[src/rtl/rf_ctrl_pkg.sv]
// Shared types and constants for the register-file port controller.
package rf_ctrl_pkg;

    localparam int XLEN       = 32;
    localparam int NREG       = 32;
    localparam int REG_ADDR_W = 5;

    typedef enum logic [0:0] {
        INIT = 1'b0,
        RUN  = 1'b1
    } state_e;

    typedef struct packed {
        logic [REG_ADDR_W-1:0] rd;
        logic [XLEN-1:0]       data;
    } wb_entry_t;

endpackage

[src/rtl/regfile_port_ctrl_if.sv]
// Decode read port, writeback port and register-file port of regfile_port_ctrl.
interface regfile_port_ctrl_if import rf_ctrl_pkg::*; ();

    logic                  rd_req_valid;
    logic [REG_ADDR_W-1:0] rd_req_rs1;
    logic [REG_ADDR_W-1:0] rd_req_rs2;
    logic                  rd_req_ready;
    logic                  rd_resp_valid;
    logic [XLEN-1:0]       rd_resp_data1;
    logic [XLEN-1:0]       rd_resp_data2;
    logic                  wb_valid;
    logic [REG_ADDR_W-1:0] wb_rd;
    logic [XLEN-1:0]       wb_data;
    logic                  wb_ready;
    logic                  rf_write;
    logic [XLEN-1:0]       rf_write_data;
    logic [REG_ADDR_W-1:0] rf_rs1;
    logic [REG_ADDR_W-1:0] rf_rs2;
    logic [REG_ADDR_W-1:0] rf_rd;
    logic [XLEN-1:0]       rf_out1;
    logic [XLEN-1:0]       rf_out2;
    logic                  init_done;

    // Controller side
    modport master (
        input  rd_req_valid, rd_req_rs1, rd_req_rs2, wb_valid, wb_rd, wb_data, rf_out1, rf_out2,
        output rd_req_ready, rd_resp_valid, rd_resp_data1, rd_resp_data2, wb_ready,
        output rf_write, rf_write_data, rf_rs1, rf_rs2, rf_rd, init_done
    );

    // Decode / writeback / register-file side
    modport slave (
        output rd_req_valid, rd_req_rs1, rd_req_rs2, wb_valid, wb_rd, wb_data, rf_out1, rf_out2,
        input  rd_req_ready, rd_resp_valid, rd_resp_data1, rd_resp_data2, wb_ready,
        input  rf_write, rf_write_data, rf_rs1, rf_rs2, rf_rd, init_done
    );

endinterface

[src/rtl/wb_fifo.sv]
// Writeback FIFO with a combinational youngest-match lookup for two read addresses.
module wb_fifo import rf_ctrl_pkg::*; #(
    parameter int DEPTH = 4
) (
    input  logic                  clk,
    input  logic                  rst,
    input  logic                  push,
    input  logic                  pop,
    input  wb_entry_t             push_entry,
    output wb_entry_t             head,
    output logic                  full,
    output logic                  empty,
    input  logic [REG_ADDR_W-1:0] addr1,
    input  logic [REG_ADDR_W-1:0] addr2,
    output logic                  hit1,
    output logic                  hit2,
    output logic [XLEN-1:0]       data1,
    output logic [XLEN-1:0]       data2
);
    localparam int PTR_W = $clog2(DEPTH);

    wb_entry_t        mem_r [DEPTH];
    logic [PTR_W:0]   wr_ptr_r;
    logic [PTR_W:0]   rd_ptr_r;
    logic [PTR_W:0]   count_s;
    logic [PTR_W-1:0] idx_s;

    // The extra pointer MSB separates full from empty when the indices coincide.
    assign count_s = wr_ptr_r - rd_ptr_r;
    assign empty   = (wr_ptr_r == rd_ptr_r);
    assign full    = (wr_ptr_r[PTR_W] != rd_ptr_r[PTR_W]) &&
                     (wr_ptr_r[PTR_W-1:0] == rd_ptr_r[PTR_W-1:0]);
    assign head    = mem_r[rd_ptr_r[PTR_W-1:0]];

    // Pointer update
    always_ff @(posedge clk) begin
        if (rst) begin
            wr_ptr_r <= '0;
            rd_ptr_r <= '0;
        end else begin
            if (push && !full) begin
                wr_ptr_r <= wr_ptr_r + (PTR_W+1)'(1);
            end else begin
                wr_ptr_r <= wr_ptr_r;
            end
            if (pop && !empty) begin
                rd_ptr_r <= rd_ptr_r + (PTR_W+1)'(1);
            end else begin
                rd_ptr_r <= rd_ptr_r;
            end
        end
    end

    // Entry storage; only slots between the pointers are ever observed
    always_ff @(posedge clk) begin
        if (push && !full) begin
            mem_r[wr_ptr_r[PTR_W-1:0]] <= push_entry;
        end
    end

    // Oldest-to-youngest scan so the youngest match overwrites earlier ones
    always_comb begin
        hit1  = 1'b0;
        hit2  = 1'b0;
        data1 = '0;
        data2 = '0;
        idx_s = '0;
        for (int k = 0; k < DEPTH; k++) begin
            if (k < int'(count_s)) begin
                idx_s = rd_ptr_r[PTR_W-1:0] + PTR_W'(k);
                if (mem_r[idx_s].rd == addr1) begin
                    hit1  = 1'b1;
                    data1 = mem_r[idx_s].data;
                end else begin
                    hit1  = hit1;
                end
                if (mem_r[idx_s].rd == addr2) begin
                    hit2  = 1'b1;
                    data2 = mem_r[idx_s].data;
                end else begin
                    hit2  = hit2;
                end
            end else begin
                idx_s = idx_s;
            end
        end
    end

endmodule

[src/rtl/regfile_port_ctrl.sv]
// Register-file port controller: zeroes the file after reset, then arbitrates reads against
// a queued writeback stream. Build macro RFCTRL_FWD_EN forwards queued data to reads.
module regfile_port_ctrl import rf_ctrl_pkg::*; #(
    parameter int WB_DEPTH = 4
) (
    input  logic                clk,
    input  logic                rst,
    regfile_port_ctrl_if.master bus
);
    state_e                state_r;
    state_e                state_s;
    logic [REG_ADDR_W-1:0] init_cnt_r;
    logic                  fifo_full_s, fifo_empty_s;
    logic                  hit1_s, hit2_s, fwd_hit1_s, fwd_hit2_s;
    logic [XLEN-1:0]       fwd1_s, fwd2_s;
    wb_entry_t             head_s, push_entry_s;
    logic                  push_s, pop_s, rd_ready_s, rd_fire_s, stall_s;
    logic                  resp_valid_r, resp_valid_s, zero1_r, zero2_r, hit1_r, hit2_r;
    logic [XLEN-1:0]       fwd1_r, fwd2_r, hold1_r, hold2_r, data1_s, data2_s;

    assign push_entry_s = '{rd: bus.wb_rd, data: bus.wb_data};

    wb_fifo #(.DEPTH(WB_DEPTH)) u_wb_fifo (
        .clk(clk), .rst(rst), .push(push_s), .pop(pop_s),
        .push_entry(push_entry_s), .head(head_s), .full(fifo_full_s), .empty(fifo_empty_s),
        .addr1(bus.rd_req_rs1), .addr2(bus.rd_req_rs2),
        .hit1(hit1_s), .hit2(hit2_s), .data1(fwd1_s), .data2(fwd2_s)
    );

    // Hazard policy: forward queued data, or hold the read until the match drains
    always_comb begin
`ifdef RFCTRL_FWD_EN
        stall_s    = 1'b0;
        fwd_hit1_s = hit1_s;
        fwd_hit2_s = hit2_s;
`else
        stall_s    = hit1_s || hit2_s;
        fwd_hit1_s = 1'b0;
        fwd_hit2_s = 1'b0;
`endif
    end

    // State register and clear counter
    always_ff @(posedge clk) begin
        if (rst) begin
            state_r    <= INIT;
            init_cnt_r <= '0;
        end else begin
            state_r <= state_s;
            if (state_r == INIT) begin
                init_cnt_r <= init_cnt_r + 5'd1;
            end else begin
                init_cnt_r <= init_cnt_r;
            end
        end
    end

    // Next-state logic
    always_comb begin
        state_s = state_r;
        case (state_r)
            INIT: begin
                if (init_cnt_r == 5'(NREG - 1)) begin
                    state_s = RUN;
                end else begin
                    state_s = INIT;
                end
            end
            RUN:     state_s = RUN;
            default: state_s = INIT;
        endcase
    end

    // One register-file operation per cycle: clear, read, drain or idle read
    always_comb begin
        bus.rd_req_ready  = 1'b0;
        bus.wb_ready      = 1'b0;
        bus.rf_write      = 1'b0;
        bus.rf_write_data = '0;
        bus.rf_rs1        = '0;
        bus.rf_rs2        = '0;
        bus.rf_rd         = '0;
        bus.init_done     = 1'b0;
        rd_ready_s        = 1'b0;
        rd_fire_s         = 1'b0;
        push_s            = 1'b0;
        pop_s             = 1'b0;
        if (rst) begin
            bus.rf_write = 1'b0;
        end else begin
            case (state_r)
                INIT: begin
                    bus.rf_write = 1'b1;
                    bus.rf_rd    = init_cnt_r;
                end
                RUN: begin
                    bus.init_done    = 1'b1;
                    rd_ready_s       = !fifo_full_s && !stall_s;
                    bus.rd_req_ready = rd_ready_s;
                    bus.wb_ready     = !fifo_full_s;
                    rd_fire_s        = bus.rd_req_valid && rd_ready_s;
                    push_s           = bus.wb_valid && !fifo_full_s && (bus.wb_rd != 5'd0);
                    pop_s            = !rd_fire_s && !fifo_empty_s;
                    bus.rf_rs1       = bus.rd_req_rs1;
                    bus.rf_rs2       = bus.rd_req_rs2;
                    if (pop_s) begin
                        bus.rf_write      = 1'b1;
                        bus.rf_rd         = head_s.rd;
                        bus.rf_write_data = head_s.data;
                    end else begin
                        bus.rf_write = 1'b0;
                    end
                end
                default: bus.rf_write = 1'b0;
            endcase
        end
    end

    // Snapshot zero/forward status at acceptance; queue contents pushed later are invisible
    always_ff @(posedge clk) begin
        if (rst) begin
            resp_valid_r <= 1'b0;
            zero1_r      <= 1'b0;
            zero2_r      <= 1'b0;
            hit1_r       <= 1'b0;
            hit2_r       <= 1'b0;
            fwd1_r       <= '0;
            fwd2_r       <= '0;
            hold1_r      <= '0;
            hold2_r      <= '0;
        end else begin
            resp_valid_r <= rd_fire_s;
            hold1_r      <= data1_s;
            hold2_r      <= data2_s;
            if (rd_fire_s) begin
                zero1_r <= (bus.rd_req_rs1 == 5'd0);
                zero2_r <= (bus.rd_req_rs2 == 5'd0);
                hit1_r  <= fwd_hit1_s;
                hit2_r  <= fwd_hit2_s;
                fwd1_r  <= fwd1_s;
                fwd2_r  <= fwd2_s;
            end else begin
                zero1_r <= zero1_r;
                zero2_r <= zero2_r;
                hit1_r  <= hit1_r;
                hit2_r  <= hit2_r;
                fwd1_r  <= fwd1_r;
                fwd2_r  <= fwd2_r;
            end
        end
    end

    // Response mux; rf_out arrives one cycle after the read so it cannot be registered first
    always_comb begin
        resp_valid_s = resp_valid_r && !rst;
        if (resp_valid_s) begin
            data1_s = zero1_r ? '0 : (hit1_r ? fwd1_r : bus.rf_out1);
            data2_s = zero2_r ? '0 : (hit2_r ? fwd2_r : bus.rf_out2);
        end else begin
            data1_s = hold1_r;
            data2_s = hold2_r;
        end
    end

    assign bus.rd_resp_valid = resp_valid_s;
    assign bus.rd_resp_data1 = data1_s;
    assign bus.rd_resp_data2 = data2_s;

endmodule

[src/flat_wrapper.sv]
// flat-port wrapper written by rule: the top's interface ports become plain ports
module regfile_port_ctrl_flat import rf_ctrl_pkg::*;
#(
    parameter int WB_DEPTH = 4
)
  (clk, rst, bus_rd_req_valid, bus_rd_req_rs1, bus_rd_req_rs2, bus_wb_valid, bus_wb_rd, bus_wb_data, bus_rf_out1, bus_rf_out2, bus_rd_req_ready, bus_rd_resp_valid, bus_rd_resp_data1, bus_rd_resp_data2, bus_wb_ready, bus_rf_write, bus_rf_write_data, bus_rf_rs1, bus_rf_rs2, bus_rf_rd, bus_init_done);
  regfile_port_ctrl_if bus_i ();
  input  logic clk;
  input  logic rst;
  input wire logic [$bits(bus_i.rd_req_valid)-1:0] bus_rd_req_valid;
  input wire logic [$bits(bus_i.rd_req_rs1)-1:0] bus_rd_req_rs1;
  input wire logic [$bits(bus_i.rd_req_rs2)-1:0] bus_rd_req_rs2;
  input wire logic [$bits(bus_i.wb_valid)-1:0] bus_wb_valid;
  input wire logic [$bits(bus_i.wb_rd)-1:0] bus_wb_rd;
  input wire logic [$bits(bus_i.wb_data)-1:0] bus_wb_data;
  input wire logic [$bits(bus_i.rf_out1)-1:0] bus_rf_out1;
  input wire logic [$bits(bus_i.rf_out2)-1:0] bus_rf_out2;
  output wire logic [$bits(bus_i.rd_req_ready)-1:0] bus_rd_req_ready;
  output wire logic [$bits(bus_i.rd_resp_valid)-1:0] bus_rd_resp_valid;
  output wire logic [$bits(bus_i.rd_resp_data1)-1:0] bus_rd_resp_data1;
  output wire logic [$bits(bus_i.rd_resp_data2)-1:0] bus_rd_resp_data2;
  output wire logic [$bits(bus_i.wb_ready)-1:0] bus_wb_ready;
  output wire logic [$bits(bus_i.rf_write)-1:0] bus_rf_write;
  output wire logic [$bits(bus_i.rf_write_data)-1:0] bus_rf_write_data;
  output wire logic [$bits(bus_i.rf_rs1)-1:0] bus_rf_rs1;
  output wire logic [$bits(bus_i.rf_rs2)-1:0] bus_rf_rs2;
  output wire logic [$bits(bus_i.rf_rd)-1:0] bus_rf_rd;
  output wire logic [$bits(bus_i.init_done)-1:0] bus_init_done;
  assign bus_i.rd_req_valid = bus_rd_req_valid;
  assign bus_i.rd_req_rs1 = bus_rd_req_rs1;
  assign bus_i.rd_req_rs2 = bus_rd_req_rs2;
  assign bus_i.wb_valid = bus_wb_valid;
  assign bus_i.wb_rd = bus_wb_rd;
  assign bus_i.wb_data = bus_wb_data;
  assign bus_i.rf_out1 = bus_rf_out1;
  assign bus_i.rf_out2 = bus_rf_out2;
  assign bus_rd_req_ready = bus_i.rd_req_ready;
  assign bus_rd_resp_valid = bus_i.rd_resp_valid;
  assign bus_rd_resp_data1 = bus_i.rd_resp_data1;
  assign bus_rd_resp_data2 = bus_i.rd_resp_data2;
  assign bus_wb_ready = bus_i.wb_ready;
  assign bus_rf_write = bus_i.rf_write;
  assign bus_rf_write_data = bus_i.rf_write_data;
  assign bus_rf_rs1 = bus_i.rf_rs1;
  assign bus_rf_rs2 = bus_i.rf_rs2;
  assign bus_rf_rd = bus_i.rf_rd;
  assign bus_init_done = bus_i.init_done;
  regfile_port_ctrl #(.WB_DEPTH(WB_DEPTH)) u_core (.clk(clk), .rst(rst), .bus(bus_i));
endmodule
[config.mk]
export PLATFORM = sky130hd
export DESIGN_NAME = regfile_port_ctrl_flat
export DESIGN_NICKNAME = d
export VERILOG_FILES = /design/src/rtl/rf_ctrl_pkg.sv /design/src/rtl/regfile_port_ctrl_if.sv /design/src/rtl/wb_fifo.sv /design/src/rtl/regfile_port_ctrl.sv /design/src/flat_wrapper.sv
export SDC_FILE = /design/constraint.sdc
export NUM_CORES = 1
export LEC_CHECK = 0
export CORE_MARGIN = 5
export CORE_UTILIZATION = 56
export CTS_CLUSTER_DIAMETER = 150
export DETAILED_ROUTE_END_ITERATION = 10
export GPL_TIMING_DRIVEN = 0
export PLACE_DENSITY_LB_ADDON = 0.2
export SYNTH_ARGS = -nofsm -noshare
export SYNTH_HDL_FRONTEND = slang
export SYNTH_HIERARCHICAL = 1
export SYNTH_SLANG_ARGS = --single-unit
[constraint.sdc]
create_clock -name clk -period 4.5 [get_ports clk]
set_input_delay 0.675 -clock clk [delete_from_list [all_inputs] [get_ports clk]]
set_output_delay 0.675 -clock clk [all_outputs]
set_load 0.05 [all_outputs]
==> impl_metrics.py <==
metrics = {
    "run_status": {
        "status": "finished clean",
    },
    "setup_path": {
        "r2r_cells": 19,
        "worst-setup-path-type": "flip-flop to output port",
        "cp_max_fo": 8,
        "end_kind": "output port",
        "rrSetupSlack_ps": 960,
        "crit_arrival_ps": 3700,
        "critPathRequiredTime_ps": 3830,
        "startpoint_type": "flip-flop",
        "r2r_start": "u_core/u_wb_fifo/wr_ptr_r[0]",
        "r2r-end": "u_core/u_wb_fifo/rd_ptr_r[2]",
    },
    "final_layout": {
        "antenna_cells": 0,
        "drive_above_1_share_pct": 18.0,
        "final_util_pct": 76.9,
        "fin_area_um2": 15100,
        "area_growth_pct": 34.3,
        "fin_nets": 1340,
        "layout.cells.non_filler": 1496,
    },
    "routing": {
        "drc": 0,
        "drt_iter0_drc": 605,
        "num_vias": 8251,
        "drtAntennaViolNets": 0,
        "vias_per_cell": 5.52,
        "wire_per_inst_um": 19.5,
        "routed_wl_mm": 29.2,
        "drt_pass1_iterations": 4,
    },
    "floorplanning": {
        "ios": 231,
        "core_area_um2": 19700,
        "chipHeight_um": 152,
        "die_area_um2": 23000,
        "num_rows": 51,
        "die_w_um": 152,
        "initial_core_util_pct": 57.3,
    },
    "timing": {
        "fin_ws_ps": 122,
        "setup_viol": 0,
        "tightest_slew_ps": 854,
        "fin_crit_ps": 4380,
        "finClkSkew_ps": 10.9,
        "fin_tns_setup_ps": 0,
        "fin_crit_sh_pct": 97.3,
        "finalHoldViolations": 0,
        "relSlewSlack_pct": 43.1,
        "clock.fmax_mhz": 228,
        "drv_slew": 0,
    },
    "global_route": {
        "grtUsageTotal_pct": 24.3,
        "grt-ovfl-total": 0,
        "grt_pass1_vias": 8398,
        "grt_max_degree": 35,
        "grt_pass1_wl_mm": 46.2,
        "antenna_found_initial": 0,
    },
    "clock_tree": {
        "cts_buffer_depth": 3,
        "clock_latency_ps": 520,
        "cts.sinks": 229,
        "cts_buffers": 24,
        "cts_max_level": 1,
        "cts_tree": "done",
        "clk_pin_slew_ps": 60,
        "cts_root_buf": "clkbuf_16",
    },
    "synth": {
        "syn_inst": 946,
        "syn_nets": 1071,
        "synthesis.area_um2": 11300,
        "syn_area_per_cell_um2": 11.9,
        "yosysWarningCount": 6,
    },
    "placed_design": {
        "pre_cts_slack_ps": -471,
        "place.gp.congestion": 0.892,
        "place_hpwl_mm": 20.6,
        "dp.cells": 1445,
        "portBuffers": 230,
        "placed_cell_area_um2": 14000,
    },
    "worst_hold_path": {
        "holdPathStages": 2,
        "min_to": "u_core/hold2_r[20]",
        "hp-start": "u_core/hold2_r[20]",
        "hp-class": "flip-flop to flip-flop",
    },
    "power": {
        "vdd_drop_max_mv": 0.369,
        "leakage_uw": 0.00507,
        "power_density_nw_per_um2": 295,
    },
    "flow_run": {
        "maxCapViolations": 0,
    },
}
==> where the power goes <==
part | internal, uW | total, uW | switching (uW)
Combinational | 120 | 213 | 93.1
Sequential | 2230 | 2240 | 2.64
Clock | 1210 | 2010 | 799
==> flip-flops by register name (all words and copies together) (netlist names), named ones only <==
signal,flops
u_core/u_wb_fifo/mem_r,148
u_core/hold1_r,32
u_core/hold2_r,32
u_core/init_cnt_r,5
u_core/u_wb_fifo/rd_ptr_r,3
u_core/u_wb_fifo/wr_ptr_r,3
u_core/resp_valid_r,1
u_core/state_r,1
u_core/zero1_r,1
u_core/zero2_r,1
==> metrics by stage <==
stage | hold WS (ps) | total power, uW
floorplan | 450 | 2340
global placement | 458 | 2480
detailed placement | 461 | 2490
CTS | 473 | 4480
global route | 489 | 4600
finish | 472 | 4460
==> layout by cell type, fill, tap and decap left out, types with 6 or more instances in the layout <==
cell type / instances
a21oi_1: 65
and2_1: 22
and2_4: 22
buf_1: 10
buf_12: 8
buf_2: 24
buf_4: 14
buf_6: 37
clkbuf_1: 41
clkbuf_16: 26
clkdlybuf4s50_1: 191
dfxtp_1: 77
edfxtp_1: 148
ha_1: 7
inv_1: 11
mux4_2: 52
nand2_1: 71
nand2b_1: 131
nand3b_1: 64
nand4_1: 6
nor2_1: 21
o21ai_0: 66
xnor2_1: 28
xor2_1: 20
==> final cells by class <==
| type | instances | area [um^2] |
|---|---|---|
| repair buffers | 244 | 2540 |
| inverters | 11 | 41.3 |
| clock buffers | 28 | 616 |
| fillers | 1283 | 4530 |
| well taps | 265 | 332 |
| flip-flops and latches | 229 | 6070 |
| plain buffers | 84 | 467 |
| clock inverters | 14 | 185 |
| multi-input cells | 621 | 4870 |
==> layer usage <==
| layer | wire [um] | vias to the layer above | part of all wire (%) | global-route usage (%) |
|---|---|---|---|---|
| met5 | 0 | - | 0 | 0 |
| met3 | 2170 | 46 | 7.4 | 5.42 |
| met4 | 603 | 0 | 2.1 | 5.86 |
| met2 | 14600 | 305 | 50 | 41.9 |
| met1 | 11800 | 3995 | 41 | 31.5 |
| li1 | - | 3905 | - | - |
==> worst max-delay path by stage <==
stage | startpoint | endpoint | slack (ps) | cells after the start
floorplan | u_core/u_wb_fifo/rd_ptr_r[0] | bus_rd_req_ready | 150 | 9
global placement | bus_rd_req_rs2[1] | bus_rf_write_data[6] | -430 | 13
detailed placement | u_core/u_wb_fifo/wr_ptr_r[0] | bus_rf_write_data[30] | -470 | 15
CTS | u_core/u_wb_fifo/wr_ptr_r[0] | bus_rf_write_data[23] | -1 | 16
global route | u_core/u_wb_fifo/wr_ptr_r[0] | bus_rf_write_data[3] | -9 | 16
finish | u_core/u_wb_fifo/wr_ptr_r[0] | bus_rf_write_data[2] | 120 | 16
==> what timing repair did <==
action / 4_1_cts / 5_1_grt
setup endpoints to repair: 39 / 38
endpoints found under the hold margin: 0 / 0
hold buffers: 0 / 0
setup buffers: 5 / 3
gates cloned: 0 / 2
gates resized for setup: 273 / 46
pin swaps: 3 / 3
==> critical path, cell delays in order (launching register included) <==
cell       delay [ps]
dfxtp_2           330
inv_1              70
ha_2              190
fa_2              340
xnor3_1           220
o21a_1            150
or4_1             510
buf_2             130
buf_2             110
o21ai_2            50
a211o_1           190
nor4b_4            80
nor3_4            170
buf_12            180
clkbuf_16         160
and2_4            140
buf_6             150
Power figures use the tool's default switching activity.
